--- src/rtl/dev_bus_arbiter_pkg.sv ---
// rtl/dev_bus_arbiter_pkg.sv - shared state encoding and constants for the two-master device bus arbiter
package dev_bus_arbiter_pkg;

   // Encoding doubles as the one-hot grant vector {m1,m0}
   typedef enum logic [1:0] {
      ST_IDLE = 2'b00,
      ST_OWN0 = 2'b01,
      ST_OWN1 = 2'b10
   } arb_state_t;

   localparam logic        OWNER_CPU    = 1'b0;
   localparam logic        OWNER_DMA    = 1'b1;
   localparam logic [31:0] TIMEOUT_FILL = 32'hFFFF_FFFF;

endpackage

--- src/rtl/dev_bus_arbiter.sv ---
// rtl/dev_bus_arbiter.sv - CPU/DMA device bus arbiter with burst fairness and slave-busy watchdog
module dev_bus_arbiter
   import dev_bus_arbiter_pkg::*;
#(
   parameter int MAX_BURST = 4,
   parameter int TIMEOUT   = 1023
) (
   input  logic        clk,
   input  logic        rst_n,
   input  logic        m0_enable_i,
   input  logic        m0_write_i,
   input  logic [31:0] m0_addr_i,
   input  logic [31:0] m0_dataSave_i,
   input  logic [3:0]  m0_byteSelect_i,
   output logic        m0_busy_o,
   output logic [31:0] m0_dataLoad_o,
   input  logic        m1_enable_i,
   input  logic        m1_write_i,
   input  logic [31:0] m1_addr_i,
   input  logic [31:0] m1_dataSave_i,
   input  logic [3:0]  m1_byteSelect_i,
   output logic        m1_busy_o,
   output logic [31:0] m1_dataLoad_o,
   output logic        devEnable_o,
   output logic        devWrite_o,
   output logic [31:0] devPhysicalAddr_o,
   output logic [31:0] devDataSave_o,
   output logic [3:0]  devByteSelect_o,
   input  logic        devBusy_i,
   input  logic [31:0] devDataLoad_i,
   output logic [1:0]  grant_o,
   output logic        timeout_o
);

   localparam logic [9:0] WD_LAST   = 10'(TIMEOUT - 1);
   localparam logic [4:0] BURST_LIM = 5'(MAX_BURST);

   arb_state_t  state, next_state, other_state;
   logic        last_owner;
   logic [3:0]  burst_cnt;
   logic [9:0]  wdog;
   logic        owner1, own_en, other_req, tmo, fin, burst_hit;
   logic [31:0] load_val;

   always_comb begin
      owner1      = (state == ST_OWN1);
      own_en      = (state != ST_IDLE) & (owner1 ? m1_enable_i : m0_enable_i);
      other_req   = owner1 ? m0_enable_i : m1_enable_i;
      other_state = owner1 ? ST_OWN0 : ST_OWN1;
      tmo         = own_en & devBusy_i & (wdog == WD_LAST);
      // A watchdog abort ends the access just like a normal completion
      fin         = own_en & (~devBusy_i | tmo);
      burst_hit   = ({1'b0, burst_cnt} + 5'd1) >= BURST_LIM;
      load_val    = tmo ? TIMEOUT_FILL : devDataLoad_i;
   end

   always_comb begin
      next_state = state;
      case (state)
         ST_IDLE: begin
            if (m0_enable_i && m1_enable_i)
               next_state = (last_owner == OWNER_CPU) ? ST_OWN1 : ST_OWN0;
            else if (m0_enable_i)
               next_state = ST_OWN0;
            else if (m1_enable_i)
               next_state = ST_OWN1;
         end
         ST_OWN0, ST_OWN1: begin
            if (!own_en)
               next_state = other_req ? other_state : ST_IDLE;
            else if (fin && other_req && burst_hit)
               next_state = other_state;
         end
         default: next_state = ST_IDLE;
      endcase
   end

   always_ff @(posedge clk or negedge rst_n) begin
      if (!rst_n) begin
         state      <= ST_IDLE;
         last_owner <= OWNER_DMA;
         burst_cnt  <= 4'd0;
         wdog       <= 10'd0;
      end else begin
         state <= next_state;
         if (next_state != state) begin
            burst_cnt <= 4'd0;
            wdog      <= 10'd0;
            if (next_state == ST_OWN0)
               last_owner <= OWNER_CPU;
            else if (next_state == ST_OWN1)
               last_owner <= OWNER_DMA;
         end else if (fin) begin
            burst_cnt <= (burst_cnt != 4'hF) ? burst_cnt + 4'd1 : burst_cnt;
            wdog      <= 10'd0;
         end else if (own_en && devBusy_i) begin
            wdog <= wdog + 10'd1;
         end
      end
   end

   always_comb begin
      devEnable_o       = 1'b0;
      devWrite_o        = 1'b0;
      devPhysicalAddr_o = 32'd0;
      devDataSave_o     = 32'd0;
      devByteSelect_o   = 4'd0;
      if (state == ST_OWN0) begin
         devEnable_o       = m0_enable_i;
         devWrite_o        = m0_write_i;
         devPhysicalAddr_o = m0_addr_i;
         devDataSave_o     = m0_dataSave_i;
         devByteSelect_o   = m0_byteSelect_i;
      end else if (state == ST_OWN1) begin
         devEnable_o       = m1_enable_i;
         devWrite_o        = m1_write_i;
         devPhysicalAddr_o = m1_addr_i;
         devDataSave_o     = m1_dataSave_i;
         devByteSelect_o   = m1_byteSelect_i;
      end
   end

   assign m0_busy_o     = m0_enable_i & ~((state == ST_OWN0) & fin);
   assign m1_busy_o     = m1_enable_i & ~((state == ST_OWN1) & fin);
   assign m0_dataLoad_o = ((state == ST_OWN0) & fin) ? load_val : 32'd0;
   assign m1_dataLoad_o = ((state == ST_OWN1) & fin) ? load_val : 32'd0;
   assign grant_o       = state;
   assign timeout_o     = tmo;

endmodule

--- config.mk ---
export PLATFORM = sky130hd
export DESIGN_NAME = dev_bus_arbiter
export DESIGN_NICKNAME = d
export VERILOG_FILES = /design/src/rtl/dev_bus_arbiter_pkg.sv /design/src/rtl/dev_bus_arbiter.sv
export SDC_FILE = /design/constraint.sdc
export NUM_CORES = 1
export LEC_CHECK = 0
export ABC_AREA = 1
export CAP_MARGIN = 0
export CORE_AREA = 2 2 123 125
export CTS_CLUSTER_DIAMETER = 60
export DETAILED_ROUTE_END_ITERATION = 16
export DIE_AREA = 0 0 125 127
export PLACE_DENSITY = 0.57
export SYNTH_ARGS = -nofsm -noshare
export SYNTH_HDL_FRONTEND = slang
export SYNTH_SLANG_ARGS = --single-unit
--- constraint.sdc ---
create_clock -name clk -period 2.89 [get_ports clk]
set_clock_uncertainty 0.2 [all_clocks]
set_input_delay 0.578 -clock clk [delete_from_list [all_inputs] [get_ports clk]]
set_output_delay 0.578 -clock clk [all_outputs]
set_load 0.01 [all_outputs]
Word-level counts from Yosys, hierarchy flattened --
Cells that the tools add are included. W data, S select, Z words.
Storage, ports and cells: register bits 17, input port bits 175, output and inout bits 139, word-level logic and storage cells 72
Cells by class: add/sub/neg operators 3, order comparisons 1, equal/unequal tests 7, multiplexer cells 32, bitwise gates (word level) 12, reductions and logical operators 13
Operator list (count):
- $mux W32 | 7
- $mux W10 | 3
- $mux W4 | 5
- $mux W2 | 8
- $add A10 B1 Y10 const B | 1
- $eq A10 B10 Y1 const B | 1
- $and A1 B1 Y1 | 8
- $mux W1 | 8
- $reduce_bool A2 Y1 | 4
- $add A4 B1 Y5 const B | 1
- $ge A5 B3 Y1 const B | 1
- $add A4 B1 Y4 const B | 1
- $eq A2 B1 Y1 const B | 2
- $eq A2 B2 Y1 const B | 2
- $logic_and A1 B1 Y1 | 4
- $ne A4 B4 Y1 const B | 1
- $pmux W2 S2 | 1
- $reduce_and A2 Y1 | 2
- $not A1 Y1 | 3
- $reduce_bool A3 Y1 | 1
- $logic_not A2 Y1 | 1
- $ne A2 B2 Y1 | 1
- $reduce_or A2 Y1 | 1
- $or A1 B1 Y1 | 1

Longest topological paths before layout --
word-level depth 15, depth in mapped cells 18, mapped depth without buffers 18

Least setup slack after synthesis --
OpenSTA, ideal clock, no wires.
path type flip-flop to output port, start point reg state[0] (netlist: grant_o[0]), end point out m0_dataLoad_o[10], data arrival time 1.971 ns, required time 2.112 ns, slack 0.141 ns, cell stages (with the launch flop) 11, path buffers 1, path through dfrtp_1 > inv_1 > ha_1 > o21ai_2 > nand2_2 > clkinv_2 > nand2_1 > nor2_1 > inv_2 > clkbuf_1 > a21oi_1
Between the ends: cells in the longest elaborated chain, start to end 9, elaborated cells on any way between the ends 12, classes of those cells eq/ne (2); mux (3); bitwise (6); reduce/logical (1)
RTL lines:
- start: declaration | RTL line dev_bus_arbiter.sv:38 | arb_state_t state, next_state, other_state;
- start signal: assignment | RTL line dev_bus_arbiter.sv:85 | state <= next_state;
- $eq A2 B2 Y1 | RTL line dev_bus_arbiter.sv:46 | owner1 = (state == ST_OWN1);
- $mux W1 | RTL line dev_bus_arbiter.sv:47 | own_en = (state != ST_IDLE) & (owner1 ? m1_enable_i : m0_enable_i);
- $and A1 B1 Y1 (*) | RTL line dev_bus_arbiter.sv:47
- $and A1 B1 Y1 (*) (2 in a row) | RTL line dev_bus_arbiter.sv:50 | tmo = own_en & devBusy_i & (wdog == WD_LAST);
- named net timeout_o | RTL line dev_bus_arbiter.sv:32 | output logic timeout_o
- $or A1 B1 Y1 | RTL line dev_bus_arbiter.sv:52 | fin = own_en & (~devBusy_i | tmo);
- $and A1 B1 Y1 | RTL line dev_bus_arbiter.sv:52
- $and A1 B1 Y1 | RTL line dev_bus_arbiter.sv:125 | assign m0_dataLoad_o = ((state == ST_OWN0) & fin) ? load_val : 32'd0;
- $mux W32 (*) | RTL line dev_bus_arbiter.sv:125
- end: declaration | RTL line dev_bus_arbiter.sv:16 | output logic [31:0] m0_dataLoad_o,
Mark *: on every way through the listed nets, which the timed path passes. The rest lies on a longest branch.

Worst setup path in the final report --
start point reg state[1] (netlist: grant_o[1]), end point out m0_dataLoad_o[10]
Between the ends: cells in the longest elaborated chain, start to end 9, elaborated cells on any way between the ends 12, classes of those cells eq/ne (2); mux (3); bitwise (6); reduce/logical (1)
RTL lines (RTL line):
- $eq A2 B2 Y1 | dev_bus_arbiter.sv:46
- $mux W1 | dev_bus_arbiter.sv:47
- $and A1 B1 Y1 | dev_bus_arbiter.sv:47
- $and A1 B1 Y1 (2 in a row) | dev_bus_arbiter.sv:50
- $or A1 B1 Y1 | dev_bus_arbiter.sv:52
- $and A1 B1 Y1 | dev_bus_arbiter.sv:52
- $and A1 B1 Y1 | dev_bus_arbiter.sv:125
- $mux W32 (*) | dev_bus_arbiter.sv:125
Every way passes the cells marked *; elsewhere a longest branch is shown, timed or not.

==> impl_metrics.py <==
metrics = {
    "power_and_ir_drop": {
        "cellPowerDensity_nw_per_um2": 604,
        "p_sw_share_pct": 46.5,
        "p_sw_mw": 1.83,
        "seq_power_share_pct": 7.9,
        "p_leak_nw": 3.52,
        "share_comb_of_total_power_pct": 85.1,
        "p_clk_share_pct": 7.0,
        "ir_worst_vdd_mv": 0.647,
        "cellInternalPower_mw": 2.10,
    },
    "placement": {
        "place_ws_ns": -0.596,
        "port_buffers": 313,
        "placed_area_sq_um": 6200,
        "hpwl_um": 13200,
        "gp_congestion": 0.888,
        "place_inst": 986,
    },
    "drt": {
        "drc": 0,
        "vias": 4454,
        "drt_iter0_drc": 150,
        "vias_per_cell": 4.42,
        "wl_um": 17400,
        "drtPass1Iterations": 4,
        "routedWlPerCell_um": 17.3,
        "ant_nets": 0,
    },
    "timing": {
        "worst_slew_pin_slew_ns": 0.788,
        "setup_ws_ns": 0.0544,
        "rsz0062_at_grt": "yes",
        "timing.final.crit_period_ns": 2.84,
        "drv_slew": 0,
        "hold_viol": 0,
        "clock.fmax_mhz": 353,
        "hold_slack_ns": 0.270,
        "finalSetupViolations": 0,
        "max-slew-margin-rel_pct": 47.3,
        "period_share_pct": 98.1,
    },
    "critical_path": {
        "start_kind": "flip-flop",
        "critPathRequiredTime_ns": 2.11,
        "r2r-end": "wdog[2]",
        "reg2reg_from": "wdog[0]",
        "crit_path_end_kind": "primary output",
        "r2r_cells": 17,
        "r2r_slack_ns": 0.48,
        "worst_ep_arrival_time_ns": 2.06,
        "critPathKind": "flip-flop to primary output",
        "cp_max_fo": 20,
    },
    "cts": {
        "cts.sinks": 17,
        "clk_pin_slew_ns": 0.05,
        "cts_inserted_buffers": 3,
        "clk_latency_ns": 0.24,
        "root_buffer": "clkbuf_16",
        "postCtsHoldBufs": 0,
        "htreeDepth": 1,
        "clock_path_buffers": 2,
        "cts_tree": "done",
    },
    "yosys": {
        "ys_types": 30,
        "synth_area_leaders": "nand2_1 26%, dfrtp_1 15%, nand3_1 15%",
        "synthArstFlopShare_pct": 100,
        "yosysWarnings": 0,
        "synth_top_area_share_pct": 25.7,
        "syn_area_sq_um": 2650,
        "synth_flop_cell": "dfrtp_1",
        "synth-seq-cells": 17,
        "ys_seq_area_share_pct": 16.1,
        "syn-mean-instance-area_sq_um": 5.34,
        "synth_nets": 679,
        "synth_edf_count": 0,
        "syn_inst": 495,
        "yosys.area.top_type": "nand2_1",
    },
    "hold_path": {
        "hold_path_end": "last_owner",
        "hold_path.class": "flip-flop to flip-flop",
        "hold_start": "last_owner",
        "min_path_cells": 2,
    },
    "grt": {
        "grt_first_pass_wirelength_um": 24200,
        "overflow": 0,
        "grt_start_max_net_pins": 42,
        "grt_pass1_vias": 4266,
        "grt_util_all_layers_pct": 19.1,
        "antenna_found_initial": 8,
    },
    "cells_and_area": {
        "nFillCells": 1508,
        "final_nets": 1004,
        "syn2layout_area_growth_pct": 146,
        "drive_gt1_share_pct": 20.8,
        "instances_no_fill": 1007,
        "layout_commonest_cell": "clkdlybuf4s50_1",
        "final_core_util_pct": 45.1,
        "final_cell_mix": "217 x clkdlybuf4s50_1, 176 x nand2_1, 79 x nand3_1, 63 x buf_2, 48 x inv_1",
        "final_area_sq_um": 6510,
    },
    "floorplanning": {
        "io_pins": 314,
        "coreArea_sq_um": 14400,
        "fp.dieH_um": 127,
        "start_util_pct": 18.3,
        "dieArea_sq_um": 15900,
        "std_cell_rows": 44,
        "die_w_um": 125,
    },
    "run_status": {
        "status": "finished, final reports clean",
    },
    "run": {
        "drv_cap": 0,
    },
}
==> flip-flops by register name (all words and copies together) (netlist names) <==
name / cells
wdog: 10
burst_cnt: 4
grant_o: 2
last_owner: 1
==> cells in the mapped netlist (2+ instances only) <==
cell        n
nor3_2      6
xnor2_1     3
buf_1      14
inv_2       2
nand2_1   181
nand4_1     2
nand3_1    79
inv_1      51
xor2_1      8
nor2_1     13
a21oi_1    66
clkbuf_1   21
nand2_2     3
nor3_1      5
ha_1        9
dfrtp_1    16
o21ai_0     3
==> power groups by stage <==
stage	Sequential (mW)	Clock [mW]	Combinational, mW
after detailed placement	0.312	0	3.12
after CTS	0.310	0.281	3.27
after global placement	0.310	0	3.09
final	0.310	0.274	3.34
after global routing	0.316	0.295	3.62
after floorplan	0.324	0	1.39
==> worst max path at each step <==
stage,startpoint,to,cells after the start
after floorplan,grant_o[0],m0_dataLoad_o[10],10
after global placement,m0_enable_i,m0_dataLoad_o[21],11
after detailed placement,m0_enable_i,m0_dataLoad_o[11],11
after CTS,grant_o[0],m1_dataLoad_o[29],12
after global routing,grant_o[0],m0_dataLoad_o[18],12
final,grant_o[1],m0_dataLoad_o[10],11
==> routing by layer <==
| layer | routed length [um] | global-route usage [%] | vias to the layer above | part of all wire, % |
|---|---|---|---|---|
| li1 | - | - | 2239 | - |
| met1 | 6990 | 22.8 | 1971 | 40 |
| met2 | 8420 | 33.5 | 208 | 48 |
| met3 | 1640 | 7.04 | 28 | 9.4 |
| met4 | 317 | 3.27 | 8 | 1.8 |
| met5 | 51 | 0 | - | 0.29 |
==> repair_timing <==
| item | in CTS | in global routing |
|---|---|---|
| gates cloned | 4 | 4 |
| pin swaps | 1 | 3 |
| setup endpoints to repair | 134 | 122 |
| resized for setup | 251 | 109 |
| buffers inserted | 2 | 3 |
==> layout make-up <==
cell class / count / area (sq um) / share of cell area [%]
Timing Repair Buffer: 357 / 3490 / 53.6
Multi-Input combinational cell: 386 / 2050 / 31.5
Sequential cell: 17 / 427 / 6.56
Tap cell: 184 / 230 / 3.54
Inverter: 55 / 225 / 3.46
Clock buffer: 4 / 78.8 / 1.21
Antenna cell: 4 / 10.0 / 0.154
==> critical path, cell delays in order (launching register included) <==
cell and delay, ns:
dfrtp_1 0.39, buf_4 0.15, ha_4 0.17, o21ai_2 0.14, nand2_2 0.07, clkinv_2 0.08
nand2_2 0.07, nor2_4 0.16, inv_6 0.07, buf_12 0.16, a21oi_2 0.11, clkdlybuf4s15_2 0.22
==> kinds of logic (layout without fill, tap and decap cells) <==
family / after synthesis / count (layout) / synth area share [%]
AND/OR/NAND/NOR: 291 / 291 / 47.8
AO/OA/AOI/OAI: 75 / 75 / 14.7
buffers and inverters: 92 / 416 / 13.4
adder cells (fa/ha/maj): 9 / 9 / 4.26
flip-flops: 17 / 17 / 16.1
other: 0 / 4 / 0
XOR/XNOR: 11 / 11 / 3.64
==> stage by stage <==
step / TNS, ns / total power [mW]
floorplan: 0 / 1.71
global placement: -33.44 / 3.40
detailed placement: -33.36 / 3.43
CTS: -0.103 / 3.86
global route: -0.348 / 4.23
finish: 0 / 3.93
Note: power is estimated with default switching activity, not from simulation.
